==> src/rtl/vga_timing_pkg.sv <==
// vga_timing_pkg: shared timing defaults, totals, horizontal state encoding and strobe bundle.
package vga_timing_pkg;
  localparam int DEF_H_ACTIVE = 640;
  localparam int DEF_H_FP = 16;
  localparam int DEF_H_SYNC = 96;
  localparam int DEF_H_BP = 48;
  localparam int DEF_V_ACTIVE = 480;
  localparam int DEF_V_FP = 10;
  localparam int DEF_V_SYNC = 2;
  localparam int DEF_V_BP = 33;
  localparam int H_TOTAL = DEF_H_ACTIVE + DEF_H_FP + DEF_H_SYNC + DEF_H_BP;
  localparam int V_TOTAL = DEF_V_ACTIVE + DEF_V_FP + DEF_V_SYNC + DEF_V_BP;
  localparam int CNT_W = 10;
  typedef enum logic [1:0] {ACTIVE, FRONT, SYNC, BACK} h_state_e;
  typedef struct packed {
    logic hs_set;
    logic hs_rst;
    logic vs_set;
    logic vs_rst;
    logic de_set;
    logic de_rst;
    logic frame_start;
  } strobes_t;
endpackage

==> src/rtl/axis_counter.sv <==
// axis_counter: wrapping 0..LAST counter with enable; exposes next value and terminal count.
module axis_counter
  import vga_timing_pkg::*;
#(
  parameter int W = CNT_W,
  parameter logic [W-1:0] LAST = '1
) (
  input  logic         clk,
  input  logic         rst,
  input  logic         en_i,
  output logic [W-1:0] cnt_o,
  output logic [W-1:0] nxt_o,
  output logic         tc_o
);
  logic [W-1:0] cnt_q;
  always_ff @(posedge clk or posedge rst)
    if (rst) cnt_q <= '0;
    else if (en_i) cnt_q <= nxt_o;
  assign tc_o = cnt_q == LAST;
  assign nxt_o = tc_o ? '0 : cnt_q + W'(1);
  assign cnt_o = cnt_q;
endmodule

==> src/rtl/sync_sr_driver.sv <==
// sync_sr_driver: VGA timing generator emitting one-cycle set/reset strobes for
// external hsync/vsync/display-enable SR flops, plus raster position counters.
module sync_sr_driver
  import vga_timing_pkg::*;
#(
  parameter int H_ACTIVE = DEF_H_ACTIVE,
  parameter int H_FP = DEF_H_FP,
  parameter int H_SYNC = DEF_H_SYNC,
  parameter int H_BP = DEF_H_BP,
  parameter int V_ACTIVE = DEF_V_ACTIVE,
  parameter int V_FP = DEF_V_FP,
  parameter int V_SYNC = DEF_V_SYNC,
  parameter int V_BP = DEF_V_BP
) (
  input  logic             clk,
  input  logic             rst,
  input  logic             en,
  output logic             hs_set,
  output logic             hs_rst,
  output logic             vs_set,
  output logic             vs_rst,
  output logic             de_set,
  output logic             de_rst,
  output logic             frame_start,
  output logic [CNT_W-1:0] h_cnt,
  output logic [CNT_W-1:0] v_cnt
);
  localparam logic [CNT_W-1:0] H_LAST = CNT_W'(H_ACTIVE + H_FP + H_SYNC + H_BP - 1);
  localparam logic [CNT_W-1:0] V_LAST = CNT_W'(V_ACTIVE + V_FP + V_SYNC + V_BP - 1);
  localparam logic [CNT_W-1:0] H_FP_AT = CNT_W'(H_ACTIVE);
  localparam logic [CNT_W-1:0] H_SYNC_AT = CNT_W'(H_ACTIVE + H_FP);
  localparam logic [CNT_W-1:0] H_BP_AT = CNT_W'(H_ACTIVE + H_FP + H_SYNC);
  localparam logic [CNT_W-1:0] V_ACT = CNT_W'(V_ACTIVE);
  localparam logic [CNT_W-1:0] V_SYNC_AT = CNT_W'(V_ACTIVE + V_FP);
  localparam logic [CNT_W-1:0] V_BP_AT = CNT_W'(V_ACTIVE + V_FP + V_SYNC);
  logic init_q;
  logic h_adv, v_adv, h_tc, v_tc;
  logic [CNT_W-1:0] h_nxt, v_nxt, v_n;
  h_state_e state_q, state_d;
  strobes_t str_q, str_d;
  // The cycle after reset is spent aligning the downstream flops; counters hold at (0,0).
  assign h_adv = en && !init_q;
  assign v_adv = h_adv && h_tc;
  assign v_n = h_tc ? v_nxt : v_cnt;
  axis_counter #(.W(CNT_W), .LAST(H_LAST)) u_h (
    .clk(clk), .rst(rst), .en_i(h_adv), .cnt_o(h_cnt), .nxt_o(h_nxt), .tc_o(h_tc)
  );
  axis_counter #(.W(CNT_W), .LAST(V_LAST)) u_v (
    .clk(clk), .rst(rst), .en_i(v_adv), .cnt_o(v_cnt), .nxt_o(v_nxt), .tc_o(v_tc)
  );
  always_ff @(posedge clk or posedge rst)
    if (rst) begin
      init_q <= 1'b1;
      state_q <= ACTIVE;
      str_q <= '0;
    end else begin
      init_q <= 1'b0;
      state_q <= state_d;
      str_q <= str_d;
    end
  always_comb begin
    state_d = state_q;
    if (h_adv)
      state_d = h_nxt < H_FP_AT ? ACTIVE : h_nxt < H_SYNC_AT ? FRONT : h_nxt < H_BP_AT ? SYNC : BACK;
  end
  // Strobes are decoded from the values the counters are about to take, so they line up with them.
  always_comb begin
    str_d = '0;
    if (init_q) begin
      str_d.hs_set = 1'b1;
      str_d.vs_set = 1'b1;
      str_d.de_set = 1'b1;
      str_d.frame_start = 1'b1;
    end else if (h_adv) begin
      str_d.hs_rst = state_d == SYNC && state_q != SYNC;
      str_d.hs_set = state_d == BACK && state_q != BACK;
      str_d.vs_rst = h_tc && v_n == V_SYNC_AT;
      str_d.vs_set = h_tc && v_n == V_BP_AT;
      str_d.de_set = h_tc && v_n < V_ACT;
      str_d.de_rst = h_nxt == H_FP_AT && v_n < V_ACT;
      str_d.frame_start = h_tc && v_tc;
    end
  end
  assign {hs_set, hs_rst, vs_set, vs_rst, de_set, de_rst, frame_start} = str_q;
endmodule

==> config.mk <==
export PLATFORM = sky130hd
export DESIGN_NAME = sync_sr_driver
export DESIGN_NICKNAME = d
export VERILOG_FILES = /design/src/rtl/vga_timing_pkg.sv /design/src/rtl/axis_counter.sv /design/src/rtl/sync_sr_driver.sv
export SDC_FILE = /design/constraint.sdc
export NUM_CORES = 1
export LEC_CHECK = 0
export BUFFER_PORTS_ARGS = -buffer_cell sky130_fd_sc_hd__buf_2
export CORE_ASPECT_RATIO = 1.4
export CORE_MARGIN = 4
export CORE_UTILIZATION = 56
export CTS_CLUSTER_DIAMETER = 80
export DETAILED_ROUTE_END_ITERATION = 7
export HOLD_SLACK_MARGIN = 0.05
export PLACE_DENSITY_LB_ADDON = 0.05
export RECOVER_POWER = 100
export SLEW_MARGIN = 15
export SYNTH_ARGS = -nofsm -noshare
export SYNTH_HDL_FRONTEND = slang
export SYNTH_SLANG_ARGS = --single-unit
==> constraint.sdc <==
create_clock -name clk -period 2.9 [get_ports clk]
set_clock_uncertainty 0.2 [all_clocks]
set_input_delay 0.145 -clock clk [delete_from_list [all_inputs] [get_ports clk]]
set_output_delay 0.145 -clock clk [all_outputs]
set_load 0.02 [all_outputs]
Word level (Yosys, flattened, before mapping)
Cells that the tools add are included.

operators by class
  eq/ne operators = 9
  $mul = 0
  shift operators = 0
  $lt $le $gt $ge = 4
  bitwise logic cells = 0
  $add $sub $neg = 2
  div/mod/pow operators = 0
  mux-type cells = 15
  reductions and logical operators = 10

operators by type and width
  cell                     number
  $eq A10 B10 Y1 const B   3
  $lt A10 B10 Y1 const B   3
  $mux W10                 3
  $add A10 B1 Y10 const B  2
  $eq A10 B9 Y1 const B    2
  $lt A10 B9 Y1 const B    1
  $logic_and A1 B1 Y1      9
  $mux W1                  8
  $mux W7                  1
  $mux W2                  3
  $eq A2 B2 Y1 const B     2
  $ne A2 B2 Y1 const B     2
  $logic_not A1 Y1         1

word-level totals
  bits in registers = 30
  bits in writable memories = 0
  bits in read-only memories = 0
  logic and storage cells = 51
  output and inout port bits = 27
  input bits = 3
  latch bits = 0
  memories kept = 0

Depth between registers and ports, before layout
Gate-level depths: netlist of run 1.

  word-level depth = 11
  gate-level depth with buffers = 8
  gate-level depth less buffers = 8

Cells and area by module
A second synthesis of run 1 with hierarchy kept.

unflattened totals
  cell total of the unflattened synthesis = 206
  area, all modules = 1,969.4 um^2

by module, submodules not included
  module               cells an instance  seq. area each (um^2)  area an instance (um^2)  times used
  axis_counter at u_h  78                 250.2                  737.0                    1
  axis_counter at u_v  80                 250.2                  713.2                    1
  sync_sr_driver       48                 251.5                  519.2                    1

Worst setup path after synthesis of run 1
OpenSTA, ideal clock, no wires.

  path kind = register -> register
  start point = register u_h.cnt_q[0], in the netlist u_h.cnt_o[0]
  end point = register str_q, in the netlist vs_set
  cell stages (with the launch flop) = 8
  library setup time = 0.064 ns
  data required time = 2.636 ns
  buffers on the path = 0
  slack = 0.509 ns
  clock period less this slack = 2.391 ns
  arrival time = 2.127 ns
  cells stage by stage = dfrtp_1 ha_1 nand4_2 or4_1 nor4_1 o21ai_0 o31ai_1 a21o_1

RTL lines
  item                    line                  RTL
  from (decl)             axis_counter.sv:15    logic [W-1:0] cnt_q;
  from (signal assigned)  axis_counter.sv:18    else if (en_i) cnt_q <= nxt_o;
  to (signal assigned)    sync_sr_driver.sv:59  str_q <= str_d;
  to (decl)               sync_sr_driver.sv:40  strobes_t str_q, str_d;

==> results of run 1 <==
[power by group]
| group | total (uW) | switching, uW | internal [uW] |
|---|---|---|---|
| clock network | 356 | 165 | 191 |
| registers | 606 | 127 | 479 |
| logic | 430 | 273 | 157 |
| total | 1390 | 565 | 828 |
[cell families after synthesis]
| family | Yosys count |
|---|---|
| buf+inv | 20 |
| xor+xnor | 11 |
| mux | 4 |
| flops | 30 |
| fa+ha+maj | 4 |
| simple gates | 87 |
| other cells | 1 |
| compound gates | 49 |
[how the worst max path moves through the flow]
| stage | start | end | slack [ns] | cells after the start |
|---|---|---|---|---|
| 2_1_floorplan | u_h.cnt_o[0]$_DFFE_PP0P_ | vs_set$_DFF_PP0_ | 0.51 | 7 |
| 3_3_place_gp | u_h.cnt_o[6]$_DFFE_PP0P_ | hs_set$_DFF_PP0_ | 0.43 | 6 |
| 3_5_place_dp | u_h.cnt_o[0]$_DFFE_PP0P_ | vs_set$_DFF_PP0_ | 0.38 | 7 |
| 4_1_cts | u_h.cnt_o[0]$_DFFE_PP0P_ | vs_set$_DFF_PP0_ | 0.36 | 7 |
| 5_1_grt | u_h.cnt_o[0]$_DFFE_PP0P_ | hs_rst$_DFF_PP0_ | 0.08 | 6 |
| 6_report | u_h.cnt_o[0]$_DFFE_PP0P_ | hs_rst$_DFF_PP0_ | 0.24 | 6 |
[metal layers]
metal / up-vias / track usage [%] / part of all wire [%]
met2: 64 / 37.22 / 52
li1: 806 / - / -
met4: 0 / 12.53 / 3.1
met1: 819 / 26.40 / 39
met3: 17 / 4.538 / 5.5
met5: - / 0 / 0
[tightest hold or removal path, delay by kind of cell]
family	cells	cell delay (ns)
simple gates	3	0.28
xor+xnor	1	0.07
buf+inv	1	0.09
[area by class of cell]
class	instances	share of cell area [%]
Multi-Input combinational cell	156	49.38
Sequential cell	30	35.67
Timing Repair Buffer	34	6.706
Clock buffer	7	4.095
Tap cell	39	2.315
Inverter	9	1.602
Clock inverter	1	0.2374
[Yosys cell counts, types with 3 or more instances]
cell type,count,area [sq um]
nand3_1,6,30.03
o31ai_1,7,52.55
nand2b_1,3,18.77
ha_1,4,50.05
a31oi_1,3,18.77
a21oi_1,4,20.02
xor2_1,3,26.28
dfrtp_1,29,725.7
nand2_1,18,67.56
o21ai_0,19,95.09
nand4_1,6,37.54
nor2_1,16,60.06
inv_1,8,30.03
nor3_1,8,40.04
clkbuf_1,4,15.01
xnor2_1,8,70.07
or3_1,3,18.77
and2_1,3,18.77
buf_4,3,22.52
[through the flow]
step | setup WS [ns] | area [sq um] | util, % | hold WS, ns
final | 0.2375 | 2108 | 65.62 | 0.1489
after global routing | 0.07994 | 2108 | 65.62 | 0.1963
after CTS | 0.3563 | 2165 | 67.37 | 0.1715
after detailed placement | 0.3760 | 2063 | 64.21 | 0.05083
after global placement | 0.4286 | 2063 | 64.21 | 0.03268
after floorplan | 0.5086 | 1921 | - | 0.03507
[registers in the layout, summed over array words and instances (netlist names)]
name         count
de_set           1
u_v.cnt_o       10
vs_set           1
hs_rst           1
state_q          2
hs_set           1
frame_start      1
vs_rst           1
u_h.cnt_o       10
de_rst           1
init_q           1
==> impl_results.md, run 1 <==
- Outcome: complete, but fails checks
- Failing checks: max-capacitance violations, max-slew violations
- Hold path depth: 5
- Compound-Gate Fraction of Synth Area: around 17%
- Grt ovf: 0
- Initial Util: 59.77%
- Die extent in y: 77.29 um
- Worst Setup Start Kind: flip-flop
- Clk_lat worst skew: roughly 0.28 ns
- Longest Clk Path Bufs: 2
- Max Fclk: between 0.3 and 0.4 GHz
- YS warnings: 0
- Tmin final: between 2 and 3 ns
- Port Buffer Count: 29
- CTS resizes: 0
- Num CTS Buffers: 5
- Post-synth EDFFs: 0
- # fillers: ~280
- Slowest cell on crit path: dfrtp_1
- Vias in the first global route: 1655
- Initial antenna violation count: 0
- Seq/Total Area, Yosys: about 40%
- R2R depth: 6
- Most common flop cell mapped by yosys: dfrtp_1
- Hold Startpoint: en
- # rows: 24
- Ant diodes: 0
- Final Wtd Congestion: about 0.9
- Tcrit/Tclk final: 91.81%
- Via density: just over 6
- IO Pins: 30
- Final net count: 243
- Clk sinks: 30
- Share of cells above drive strength 1: a little over an eighth
- Syn avg cell area: a little over 9 sq um
- Multi-input gate area: around 0.0010 sq mm
- Final wirelength: between 4 and 5 mm
- WL per Instance: around 17 um
- ANT nets after route: 0
- Slew headroom: -9.757%
- Pwr Total: approximately 1400 uW
- Post-synth ARST share: 100.0%
- Inst Count DP: approximately 270
- Largest net degree at the start of global routing: 31
- Largest family of logic cells by synthesized area: simple AND/OR/NAND/NOR gates
- Mux contribution to synthesized area: 2.215%
- Crit Path Class: reg2reg
- Unique masters post-synth: 64
- CP delay by family, top: simple AND/OR/NAND/NOR gates
- Crit Reg-Reg Startpoint: u_h.cnt_o[0]$_DFFE_PP0P_
- Max Slew Vio Count: 31
- Gr usage total: between 20% and 30%
- CP bufs+invs: 0
- CP Data Arrival Time: 2.62 ns
- Clock transition at the registers of the reported paths: roughly 0.07 ns
- Post-Layout Cell Count: approximately 280
- Die area: ~0.0044 sq mm
- Crit-path max FO: 8
- Synth Instances: about 210
- Most common cell after layout, fill and taps aside: clkbuf_1
- Hold buffers post-CTS: 1
- Critical Path RT: 2.86 ns
- RSZ-0062 raised after global routing: no
- Max cap viols: 1
- Setup violation total in the final timing report: 0
- DIE WIDTH: between 50 and 60 um
- CTS root buf: clkbuf_8
- Worst R2R End: hs_rst$_DFF_PP0_
- DR vias: roughly 1700
- Max VDD drop: between 0.5 and 0.6 mV
- Number of detailed-route iterations in the first pass: 4
- Area Overhead vs Synth: 9.772%
- CTS tree: built
- Netlist area before placement: a little under 0.002 sq mm
- Initial DRC Count: roughly 150
- Hold endpoint: u_h.cnt_o[6]$_DFFE_PP0P_
- Commonest cells after routing, fill and taps aside: clkbuf_1 (30), dfrtp_1 (29), o21ai_0 (19), nand2_1 (18), nor2_1 (16)
- Drt drc: 0
- Worst Tran Pin Value: 1.646 ns
- Cell leakage power: just over 0.0008 uW
- Post-CTS setup repair buffer count: 0
- H-tree levels: 2
- Setup total negative slack: 0 ns
- Post-DP HPWL: between 3 and 4 mm
- Register area: 752.0 sq um
- Post-Synth Adder-Cell Area: under 10%
- PD cells: about 660 mW/mm^2
- Post-Synthesis Net Count: 213
- Hold Crit Class: in2reg
- Global-route wire length before repair: ~7.9 mm
- Synthesized flop and latch total: 30
- Flop2flop setup slack: 0.24 ns
- Xor and xnor area share after synthesis: ~5%
- CP Capture Type: flip-flop
- Final hold viol count: 0
- Simple-gate area share of the yosys netlist: approximately 28%
- Crit-path max cell delay: approximately 0.48 ns
- CP cell instances: ha_1 -> nand4_1 -> or3_1 -> o211a_1 -> a31oi_1 -> nor4b_1
- Core Region: about 0.0032 sq mm
Power figures use the tool's default switching activity.
==> run 2: changes to the inputs <==
--- a/config.mk
+++ b/config.mk
@@ -5,16 +5,17 @@
 export SDC_FILE = /design/constraint.sdc
 export NUM_CORES = 1
 export LEC_CHECK = 0
-export BUFFER_PORTS_ARGS = -buffer_cell sky130_fd_sc_hd__buf_2
+export BUFFER_PORTS_ARGS = -buffer_cell sky130_fd_sc_hd__buf_4
 export CORE_ASPECT_RATIO = 1.4
 export CORE_MARGIN = 4
-export CORE_UTILIZATION = 56
+export CORE_UTILIZATION = 57
 export CTS_CLUSTER_DIAMETER = 80
 export DETAILED_ROUTE_END_ITERATION = 7
 export HOLD_SLACK_MARGIN = 0.05
 export PLACE_DENSITY_LB_ADDON = 0.05
-export RECOVER_POWER = 100
+export RECOVER_POWER = 50
 export SLEW_MARGIN = 15
 export SYNTH_ARGS = -nofsm -noshare
 export SYNTH_HDL_FRONTEND = slang
+export SYNTH_HIERARCHICAL = 1
 export SYNTH_SLANG_ARGS = --single-unit
==> run 2 against run 1 <==
  * The run now ends clean
  * Sequential power shrank 14%
  * Global-route usage grew 0.12 points
  * Non-clock buffer count grew 2
  * Via count grew 0.18%
  * Wire length shrank 3.0%
  * Setup slack gained 0.035 ns
  * Sequential cell count is the same
  * Hold slack gained 0.044 ns
  * Total power shrank 2.3%
  * Count of clock-buffer cells in the layout shrank 2
  * Fmax grew 1.3%
  * Critical path depth grew 2
  * Largest cell class unchanged
==> impl_results.md, run 2 <==
- Final core occ: 67.93%
- Area Overhead vs Synth: 15.44%
- CP cell instances: ha_1 -> and4_4 -> and4_4 -> and2_1 -> buf_4 -> nand4_1 -> or2_2 -> o21ai_0
- DR vias: approximately 1700
- Via density: between 6 and 7
- Post-Layout Cell Count: around 280
- WL per Instance: between 15 and 20 um
- Synth top area cells: dfrtp_1 (37%), xor2_1 (4.4%), nand2_1 (4.4%)
- Cell leakage power: 0.001017 uW
- Port Buffer Count: 29
- DIE WIDTH: roughly 58 um
- CTS tree: built
- Sw Share: approximately a third
- Final hold viol count: 0
- Share of cells above drive strength 1: around 23%
- Most common library cells after synthesis: dfrtp_1 (29), nand2_1 (23), inv_1 (15)
- Worst R2R End: u_v/cnt_o[4]$_DFFE_PP0P_
- Clk_lat worst skew: around 0.28 ns
- Cell mode on critical path: and4_4
- Drt drc: 0
- Hold Crit Class: in2async
- Crit-path max cell delay: 0.42 ns
- Synth Instances: slightly above 200
- Ant diodes: 0
- Global-route wire length before repair: about 7.9 mm
- # fillers: about 270
- Clock transition at the registers of the reported paths: around 0.070 ns
- Most common cell in the netlist: dfrtp_1
- Num CTS Buffers: 5
- CP endpoint: u_v/cnt_o[4]$_DFFE_PP0P_
- Commonest cells after routing, fill and taps aside: dfrtp_1 (29), nand2_1 (23), buf_4 (20), inv_1 (15), clkbuf_1 (14)
- CP Launch Point: u_h/cnt_o[0]$_DFFE_PP0P_
- Setup total negative slack: 0 ns
- Crit Reg-Reg Startpoint: u_h/cnt_o[0]$_DFFE_PP0P_
- Max cap viols: 0
- Outcome: complete, no violations
- Flop2flop setup slack: between 0.2 and 0.3 ns
- Multi-input gate area: roughly 0.0011 sq mm
- Vias in the first global route: around 1700
- Share of the synthesized area in the top cell type: a little under two fifths
- Netlist area before placement: around 0.002 sq mm
- CP Capture Type: flip-flop
- IO Pins: 30
- CTS resizes: 0
- Psw: roughly 480 uW
- Unique masters post-synth: 63
- Logic pwr share: between 30% and 40%
- Post-synth ARST share: 100.0%
- Largest area contributor in the netlist: dfrtp_1
- Die area: ~0.0045 sq mm
- Initial Util: between 50% and 60%
- PnR worst setup slack: ~0.27 ns
- CP Data Arrival Time: 2.63 ns
- Register area: about 750 sq um
- Crit Path Class: reg2reg
- ANT nets after route: 0
- Max Fclk: 0.3805 GHz
- Place WS: around 0.3 ns
- Setup violation total in the final timing report: 0
- Slowest cell on crit path: dfrtp_1
- Initial antenna violation count: 0
- Tcrit/Tclk final: between 90% and 100%
- Post-DP HPWL: around 3.3 mm
- Die extent in y: between 70 and 80 um
- Post-synth EDFFs: 0
- Final Wtd Congestion: around 0.88
- RSZ-0062 raised after global routing: no
- # rows: 25
- Grt ovf: 0
- Internal power: just under 900 uW
- Critical Path RT: 2.90 ns
- PD cells: 599.0 mW/mm^2
- Initial DRC Count: just over 100
- Syn avg cell area: between 9 and 10 sq um
- R2R depth: 8
- Max VDD drop: between 0.4 and 0.5 mV
- Worst Setup Start Kind: flip-flop
- Crit-path max FO: 14
- YS warnings: 6
- Clk pwr share: just over 30%
- Synthesized flop and latch total: 30
- Core Region: roughly 0.0033 sq mm
- Seq/Total Area, Yosys: approximately two fifths
- Flop pwr share: a little under two fifths
- Most common cell after layout, fill and taps aside: dfrtp_1
- Max Slew Vio Count: 0
- Number of detailed-route iterations in the first pass: 4
- Tmin final: roughly 2.6 ns
- Final net count: 244
- Most common flop cell mapped by yosys: dfrtp_1
- Largest net degree at the start of global routing: 18
- Clk sinks: 30
- Post-Synthesis Net Count: between 200 and 250
- H-tree levels: 2
- Longest Clk Path Bufs: 2
- Gr usage total: between 20% and 30%
- Inst Count DP: roughly 270
- Final wirelength: around 4.6 mm
- CTS root buf: clkbuf_8
## run 2: cell count changes after synthesis, sizes merged, moves of 3 or more
cell,previous run,this run
o31ai,7,2
a21oi,5,8
nand3,7,11
clkbuf,6,1
nor2,16,5
xor2,3,10
inv,9,16
o21ai,20,6
nand2,19,23
buf,5,10
## run 2: power by group through the flow
stage	clock (uW)	sequential (uW)	combinational, uW
floorplan	0	568	269
global route	446	531	460
CTS	425	524	443
detailed placement	0	531	438
finish	418	524	420
global placement	0	526	429
## run 2: cell type report
class                           count  share of cell area [%]
Tap cell                           40                   2.201
Multi-Input combinational cell    149                   47.50
Sequential cell                    30                   33.08
Timing Repair Buffer               36                   9.796
Clock inverter                      3                   1.761
Clock buffer                        5                   3.027
Inverter                           16                   2.642
## run 2: cells by family (layout without fill, tap and decap cells)
logic type / Yosys count / after routing / share of synthesized area [%]
buf+inv: 27 / 60 / 6.987
compound gates: 35 / 35 / 14.80
mux: 2 / 2 / 1.080
simple gates: 90 / 90 / 28.84
other cells: 1 / 1 / 0.1904
xor+xnor: 18 / 18 / 8.005
flops: 30 / 30 / 38.18
fa+ha+maj: 3 / 3 / 1.906
## run 2: critical path, delay by kind of cell, from the launching register on
kind            cells  cell delay (ns)
fa+ha+maj           1             0.29
simple gates        5             1.30
flops               1             0.42
compound gates      1             0.16
buf+inv             1             0.18
## run 2: repair_timing
item                      CTS  global route
hold buffers                2             0
hold endpoints to repair   34             0
buffers inserted            0             0
## run 2: how the worst min path moves through the flow
stage,start,to,slack (ns),cells past startpoint
floorplan,rst,de_rst$_DFF_PP0_,-0.22,1
global placement,rst,state_q[0]$_DFF_PP0_,-0.06,2
detailed placement,rst,state_q[1]$_DFF_PP0_,-0.03,2
CTS,rst,state_q[1]$_DFF_PP0_,0.22,3
global route,rst,hs_set$_DFF_PP0_,0.22,3
finish,rst,state_q[1]$_DFF_PP0_,0.19,3
## run 2: metal layers
layer / part of all wire [%] / global-route usage [%] / up-vias
met3: 4.3 / 3.661 / 14
met4: 3.0 / 11.37 / 0
met1: 37 / 24.28 / 841
met5: 0 / 0 / -
li1: - / - / 801
met2: 55 / 41.18 / 53
## run 2: per-stage QoR
step | instance area [sq um] | hold slack, ns | power [uW]
6_report | 2273 | 0.1928 | 1362
5_1_grt | 2273 | 0.2170 | 1437
4_1_cts | 2326 | 0.2178 | 1392
3_5_place_dp | 2197 | -0.03330 | 969.6
3_3_place_gp | 2197 | -0.05856 | 954.9
2_1_floorplan | 1969 | -0.2155 | 836.8
==> run 3: changes to the inputs <==
--- a/config.mk
+++ b/config.mk
@@ -5,17 +5,17 @@
 export SDC_FILE = /design/constraint.sdc
 export NUM_CORES = 1
 export LEC_CHECK = 0
-export BUFFER_PORTS_ARGS = -buffer_cell sky130_fd_sc_hd__buf_4
+export BUFFER_PORTS_ARGS = -buffer_cell sky130_fd_sc_hd__buf_2
 export CORE_ASPECT_RATIO = 1.4
 export CORE_MARGIN = 4
-export CORE_UTILIZATION = 57
+export CORE_UTILIZATION = 56
 export CTS_CLUSTER_DIAMETER = 80
 export DETAILED_ROUTE_END_ITERATION = 7
 export HOLD_SLACK_MARGIN = 0.05
 export PLACE_DENSITY_LB_ADDON = 0.05
 export RECOVER_POWER = 50
+export REMOVE_ABC_BUFFERS = 1
 export SLEW_MARGIN = 15
 export SYNTH_ARGS = -nofsm -noshare
 export SYNTH_HDL_FRONTEND = slang
-export SYNTH_HIERARCHICAL = 1
 export SYNTH_SLANG_ARGS = --single-unit
==> run 3 against run 2 <==
  * The run now ends with max-capacitance violations, max-slew violations left
  * Non-clock buffer count is 2 lower
  * Total power up 0.61%
  * Fmax grew 3.0%
  * Critical path type unchanged
==> impl_results.md, run 3 (synthesis results as in run 1) <==
- Outcome: complete, but fails checks
- Failing checks: max-capacitance violations, max-slew violations
- Max Slew Vio Count: 31
- DIE WIDTH: 57.50 um
- Max VDD drop: around 0.53 mV
- Hold endpoint: u_h.cnt_o[6]$_DFFE_PP0P_
- Die extent in y: between 70 and 80 um
- Final hold slack: 0.1458 ns
- Crit Path Class: reg2reg
- Longest Clk Path Bufs: 2
- # rows: 24
- Critical Path RT: just under 3 ns
- Crit-path max FO: 8
- Final net count: about 240
- Die area: ~0.0044 sq mm
- Slowest cell on crit path: or4_1
- Core Region: 0.003213 sq mm
- Drt drc: 0
- Pwr Total: around 1400 uW
- Crit Reg-Reg Startpoint: u_h.cnt_o[0]$_DFFE_PP0P_
- Most common cell after layout, fill and taps aside: dfrtp_1
- Initial DRC Count: 90
- Commonest cells after routing, fill and taps aside: dfrtp_1 (29), o21ai_0 (19), nand2_1 (18), nor2_1 (16), buf_2 (16)
- Final Wtd Congestion: around 0.91
- CTS tree: built
- Clk pwr share: between 20% and 30%
- Logic pwr share: roughly a third
- Slew headroom: -6.153%
- Share of cells above drive strength 1: a little over a fifth
- Final hold viol count: 0
- Grt ovf: 0
- Sw Share: 40.77%
- Worst Setup Start Kind: flip-flop
- Register area: ~750 sq um
- Cell leakage power: just under 0.0009 uW
- Crit-path max cell delay: between 0.6 and 0.7 ns
- Flop2flop setup slack: between 0.3 and 0.4 ns
- Setup total negative slack: 0 ns
- Hold Startpoint: en
- CTS resizes: 0
- Post-DP HPWL: about 3.4 mm
- Initial Util: 59.77%
- Max Fclk: roughly 0.39 GHz
- Worst Tran Pin Value: approximately 1.6 ns
- Gr usage total: around 23%
- Hold path depth: 5
- Ant diodes: 0
- Max cap viols: 1
- WL per Instance: between 15 and 20 um
- Clk_lat worst skew: between 0.2 and 0.3 ns
- Initial antenna violation count: 0
- CP Capture Type: flip-flop
- Flop pwr share: between 40 and 50%
- CP Data Arrival Time: around 2.6 ns
- CP cell instances: ha_1 -> nand4_2 -> or4_1 -> nor4_1 -> o21ai_0 -> o31ai_1 -> a21o_1
- Num CTS Buffers: 5
- Clk sinks: 30
- Vias in the first global route: ~1600
- Clock transition at the registers of the reported paths: about 0.07 ns
- Final wirelength: between 4 and 5 mm
- ANT nets after route: 0
- Worst R2R End: vs_set$_DFF_PP0_
- RSZ-0062 raised after global routing: no
- H-tree levels: 2
- Internal power: about 800 uW
- Global-route wire length before repair: slightly above 8 mm
- Area Overhead vs Synth: 11.21%
- Largest net degree at the start of global routing: 31
- IO Pins: 30
- Tcrit/Tclk final: between 80% and 90%
- Multi-input gate area: approximately 0.0011 sq mm
- Port Buffer Count: 29
- Via density: about 6
- Tmin final: 2.551 ns
- Setup violation total in the final timing report: 0
- Hold Crit Class: in2reg
- DR vias: 1697
- Psw: ~560 uW
- CTS root buf: clkbuf_8
- R2R depth: 7
- PD cells: about 640 mW/mm^2
- # fillers: 282
- Number of detailed-route iterations in the first pass: 4
==> run 3: cell type report <==
type | instances | share of cell area (%)
inverter | 9 | 1.582
multi-input combinational | 156 | 49.33
tap | 39 | 2.285
clock inverter | 2 | 0.4687
clock buffer | 6 | 3.398
sequential | 30 | 35.21
timing repair buffer | 34 | 7.733
==> run 3: power groups by stage <==
stage / combinational (uW) / clock (uW) / sequential (uW)
after detailed placement: 436 / 0 / 618
after global placement: 426 / 0 / 616
after CTS: 440 / 331 / 612
final: 431 / 325 / 613
after floorplan: 252 / 0 / 663
after global routing: 475 / 358 / 633
==> run 3: metal layers <==
metal  vias up  GRT usage [%]  wire, um
li1        803              -         -
met1       827          26.52      1866
met2        56          40.61      2500
met3        11          4.706       229
met4         0          9.977       108
met5         -              0         0
==> run 3: per-stage QoR <==
step	setup slack, ns	instances	area (sq um)	utilization (%)
after CTS	0.3560	276	2156	67.10
after detailed placement	0.3721	267	2063	64.21
after global placement	0.4716	267	2063	64.21
after floorplan	0.4738	195	1839	-
final	0.3493	276	2136	66.47
after global routing	0.1396	276	2136	66.47
==> run 3: how the worst max path moves through the flow <==
stage                                   startpoint                        to  slack, ns  depth (start not counted)
after floorplan           u_h.cnt_o[0]$_DFFE_PP0P_          vs_set$_DFF_PP0_       0.47                          7
after global placement    u_h.cnt_o[0]$_DFFE_PP0P_          vs_set$_DFF_PP0_       0.47                          7
after detailed placement  u_h.cnt_o[0]$_DFFE_PP0P_          vs_set$_DFF_PP0_       0.37                          7
after CTS                 u_h.cnt_o[0]$_DFFE_PP0P_          vs_set$_DFF_PP0_       0.36                          7
after global routing      u_h.cnt_o[0]$_DFFE_PP0P_  u_v.cnt_o[8]$_DFFE_PP0P_       0.14                          7
final                     u_h.cnt_o[0]$_DFFE_PP0P_          vs_set$_DFF_PP0_       0.35                          7
==> run 3: critical path, delay by kind of cell (launching register included) <==
kind | cells | cell delay, ns
flip-flops | 1 | 0.47
AO/OA/AOI/OAI | 3 | 0.37
AND/OR/NAND/NOR | 3 | 1.10
adder cells (fa/ha/maj) | 1 | 0.35
==> run 3: what timing repair did <==
item | 4_1_cts | 5_1_grt
hold buffers | 1 | 0
endpoints found under the hold margin | 30 | 0
setup buffers | 0 | 0
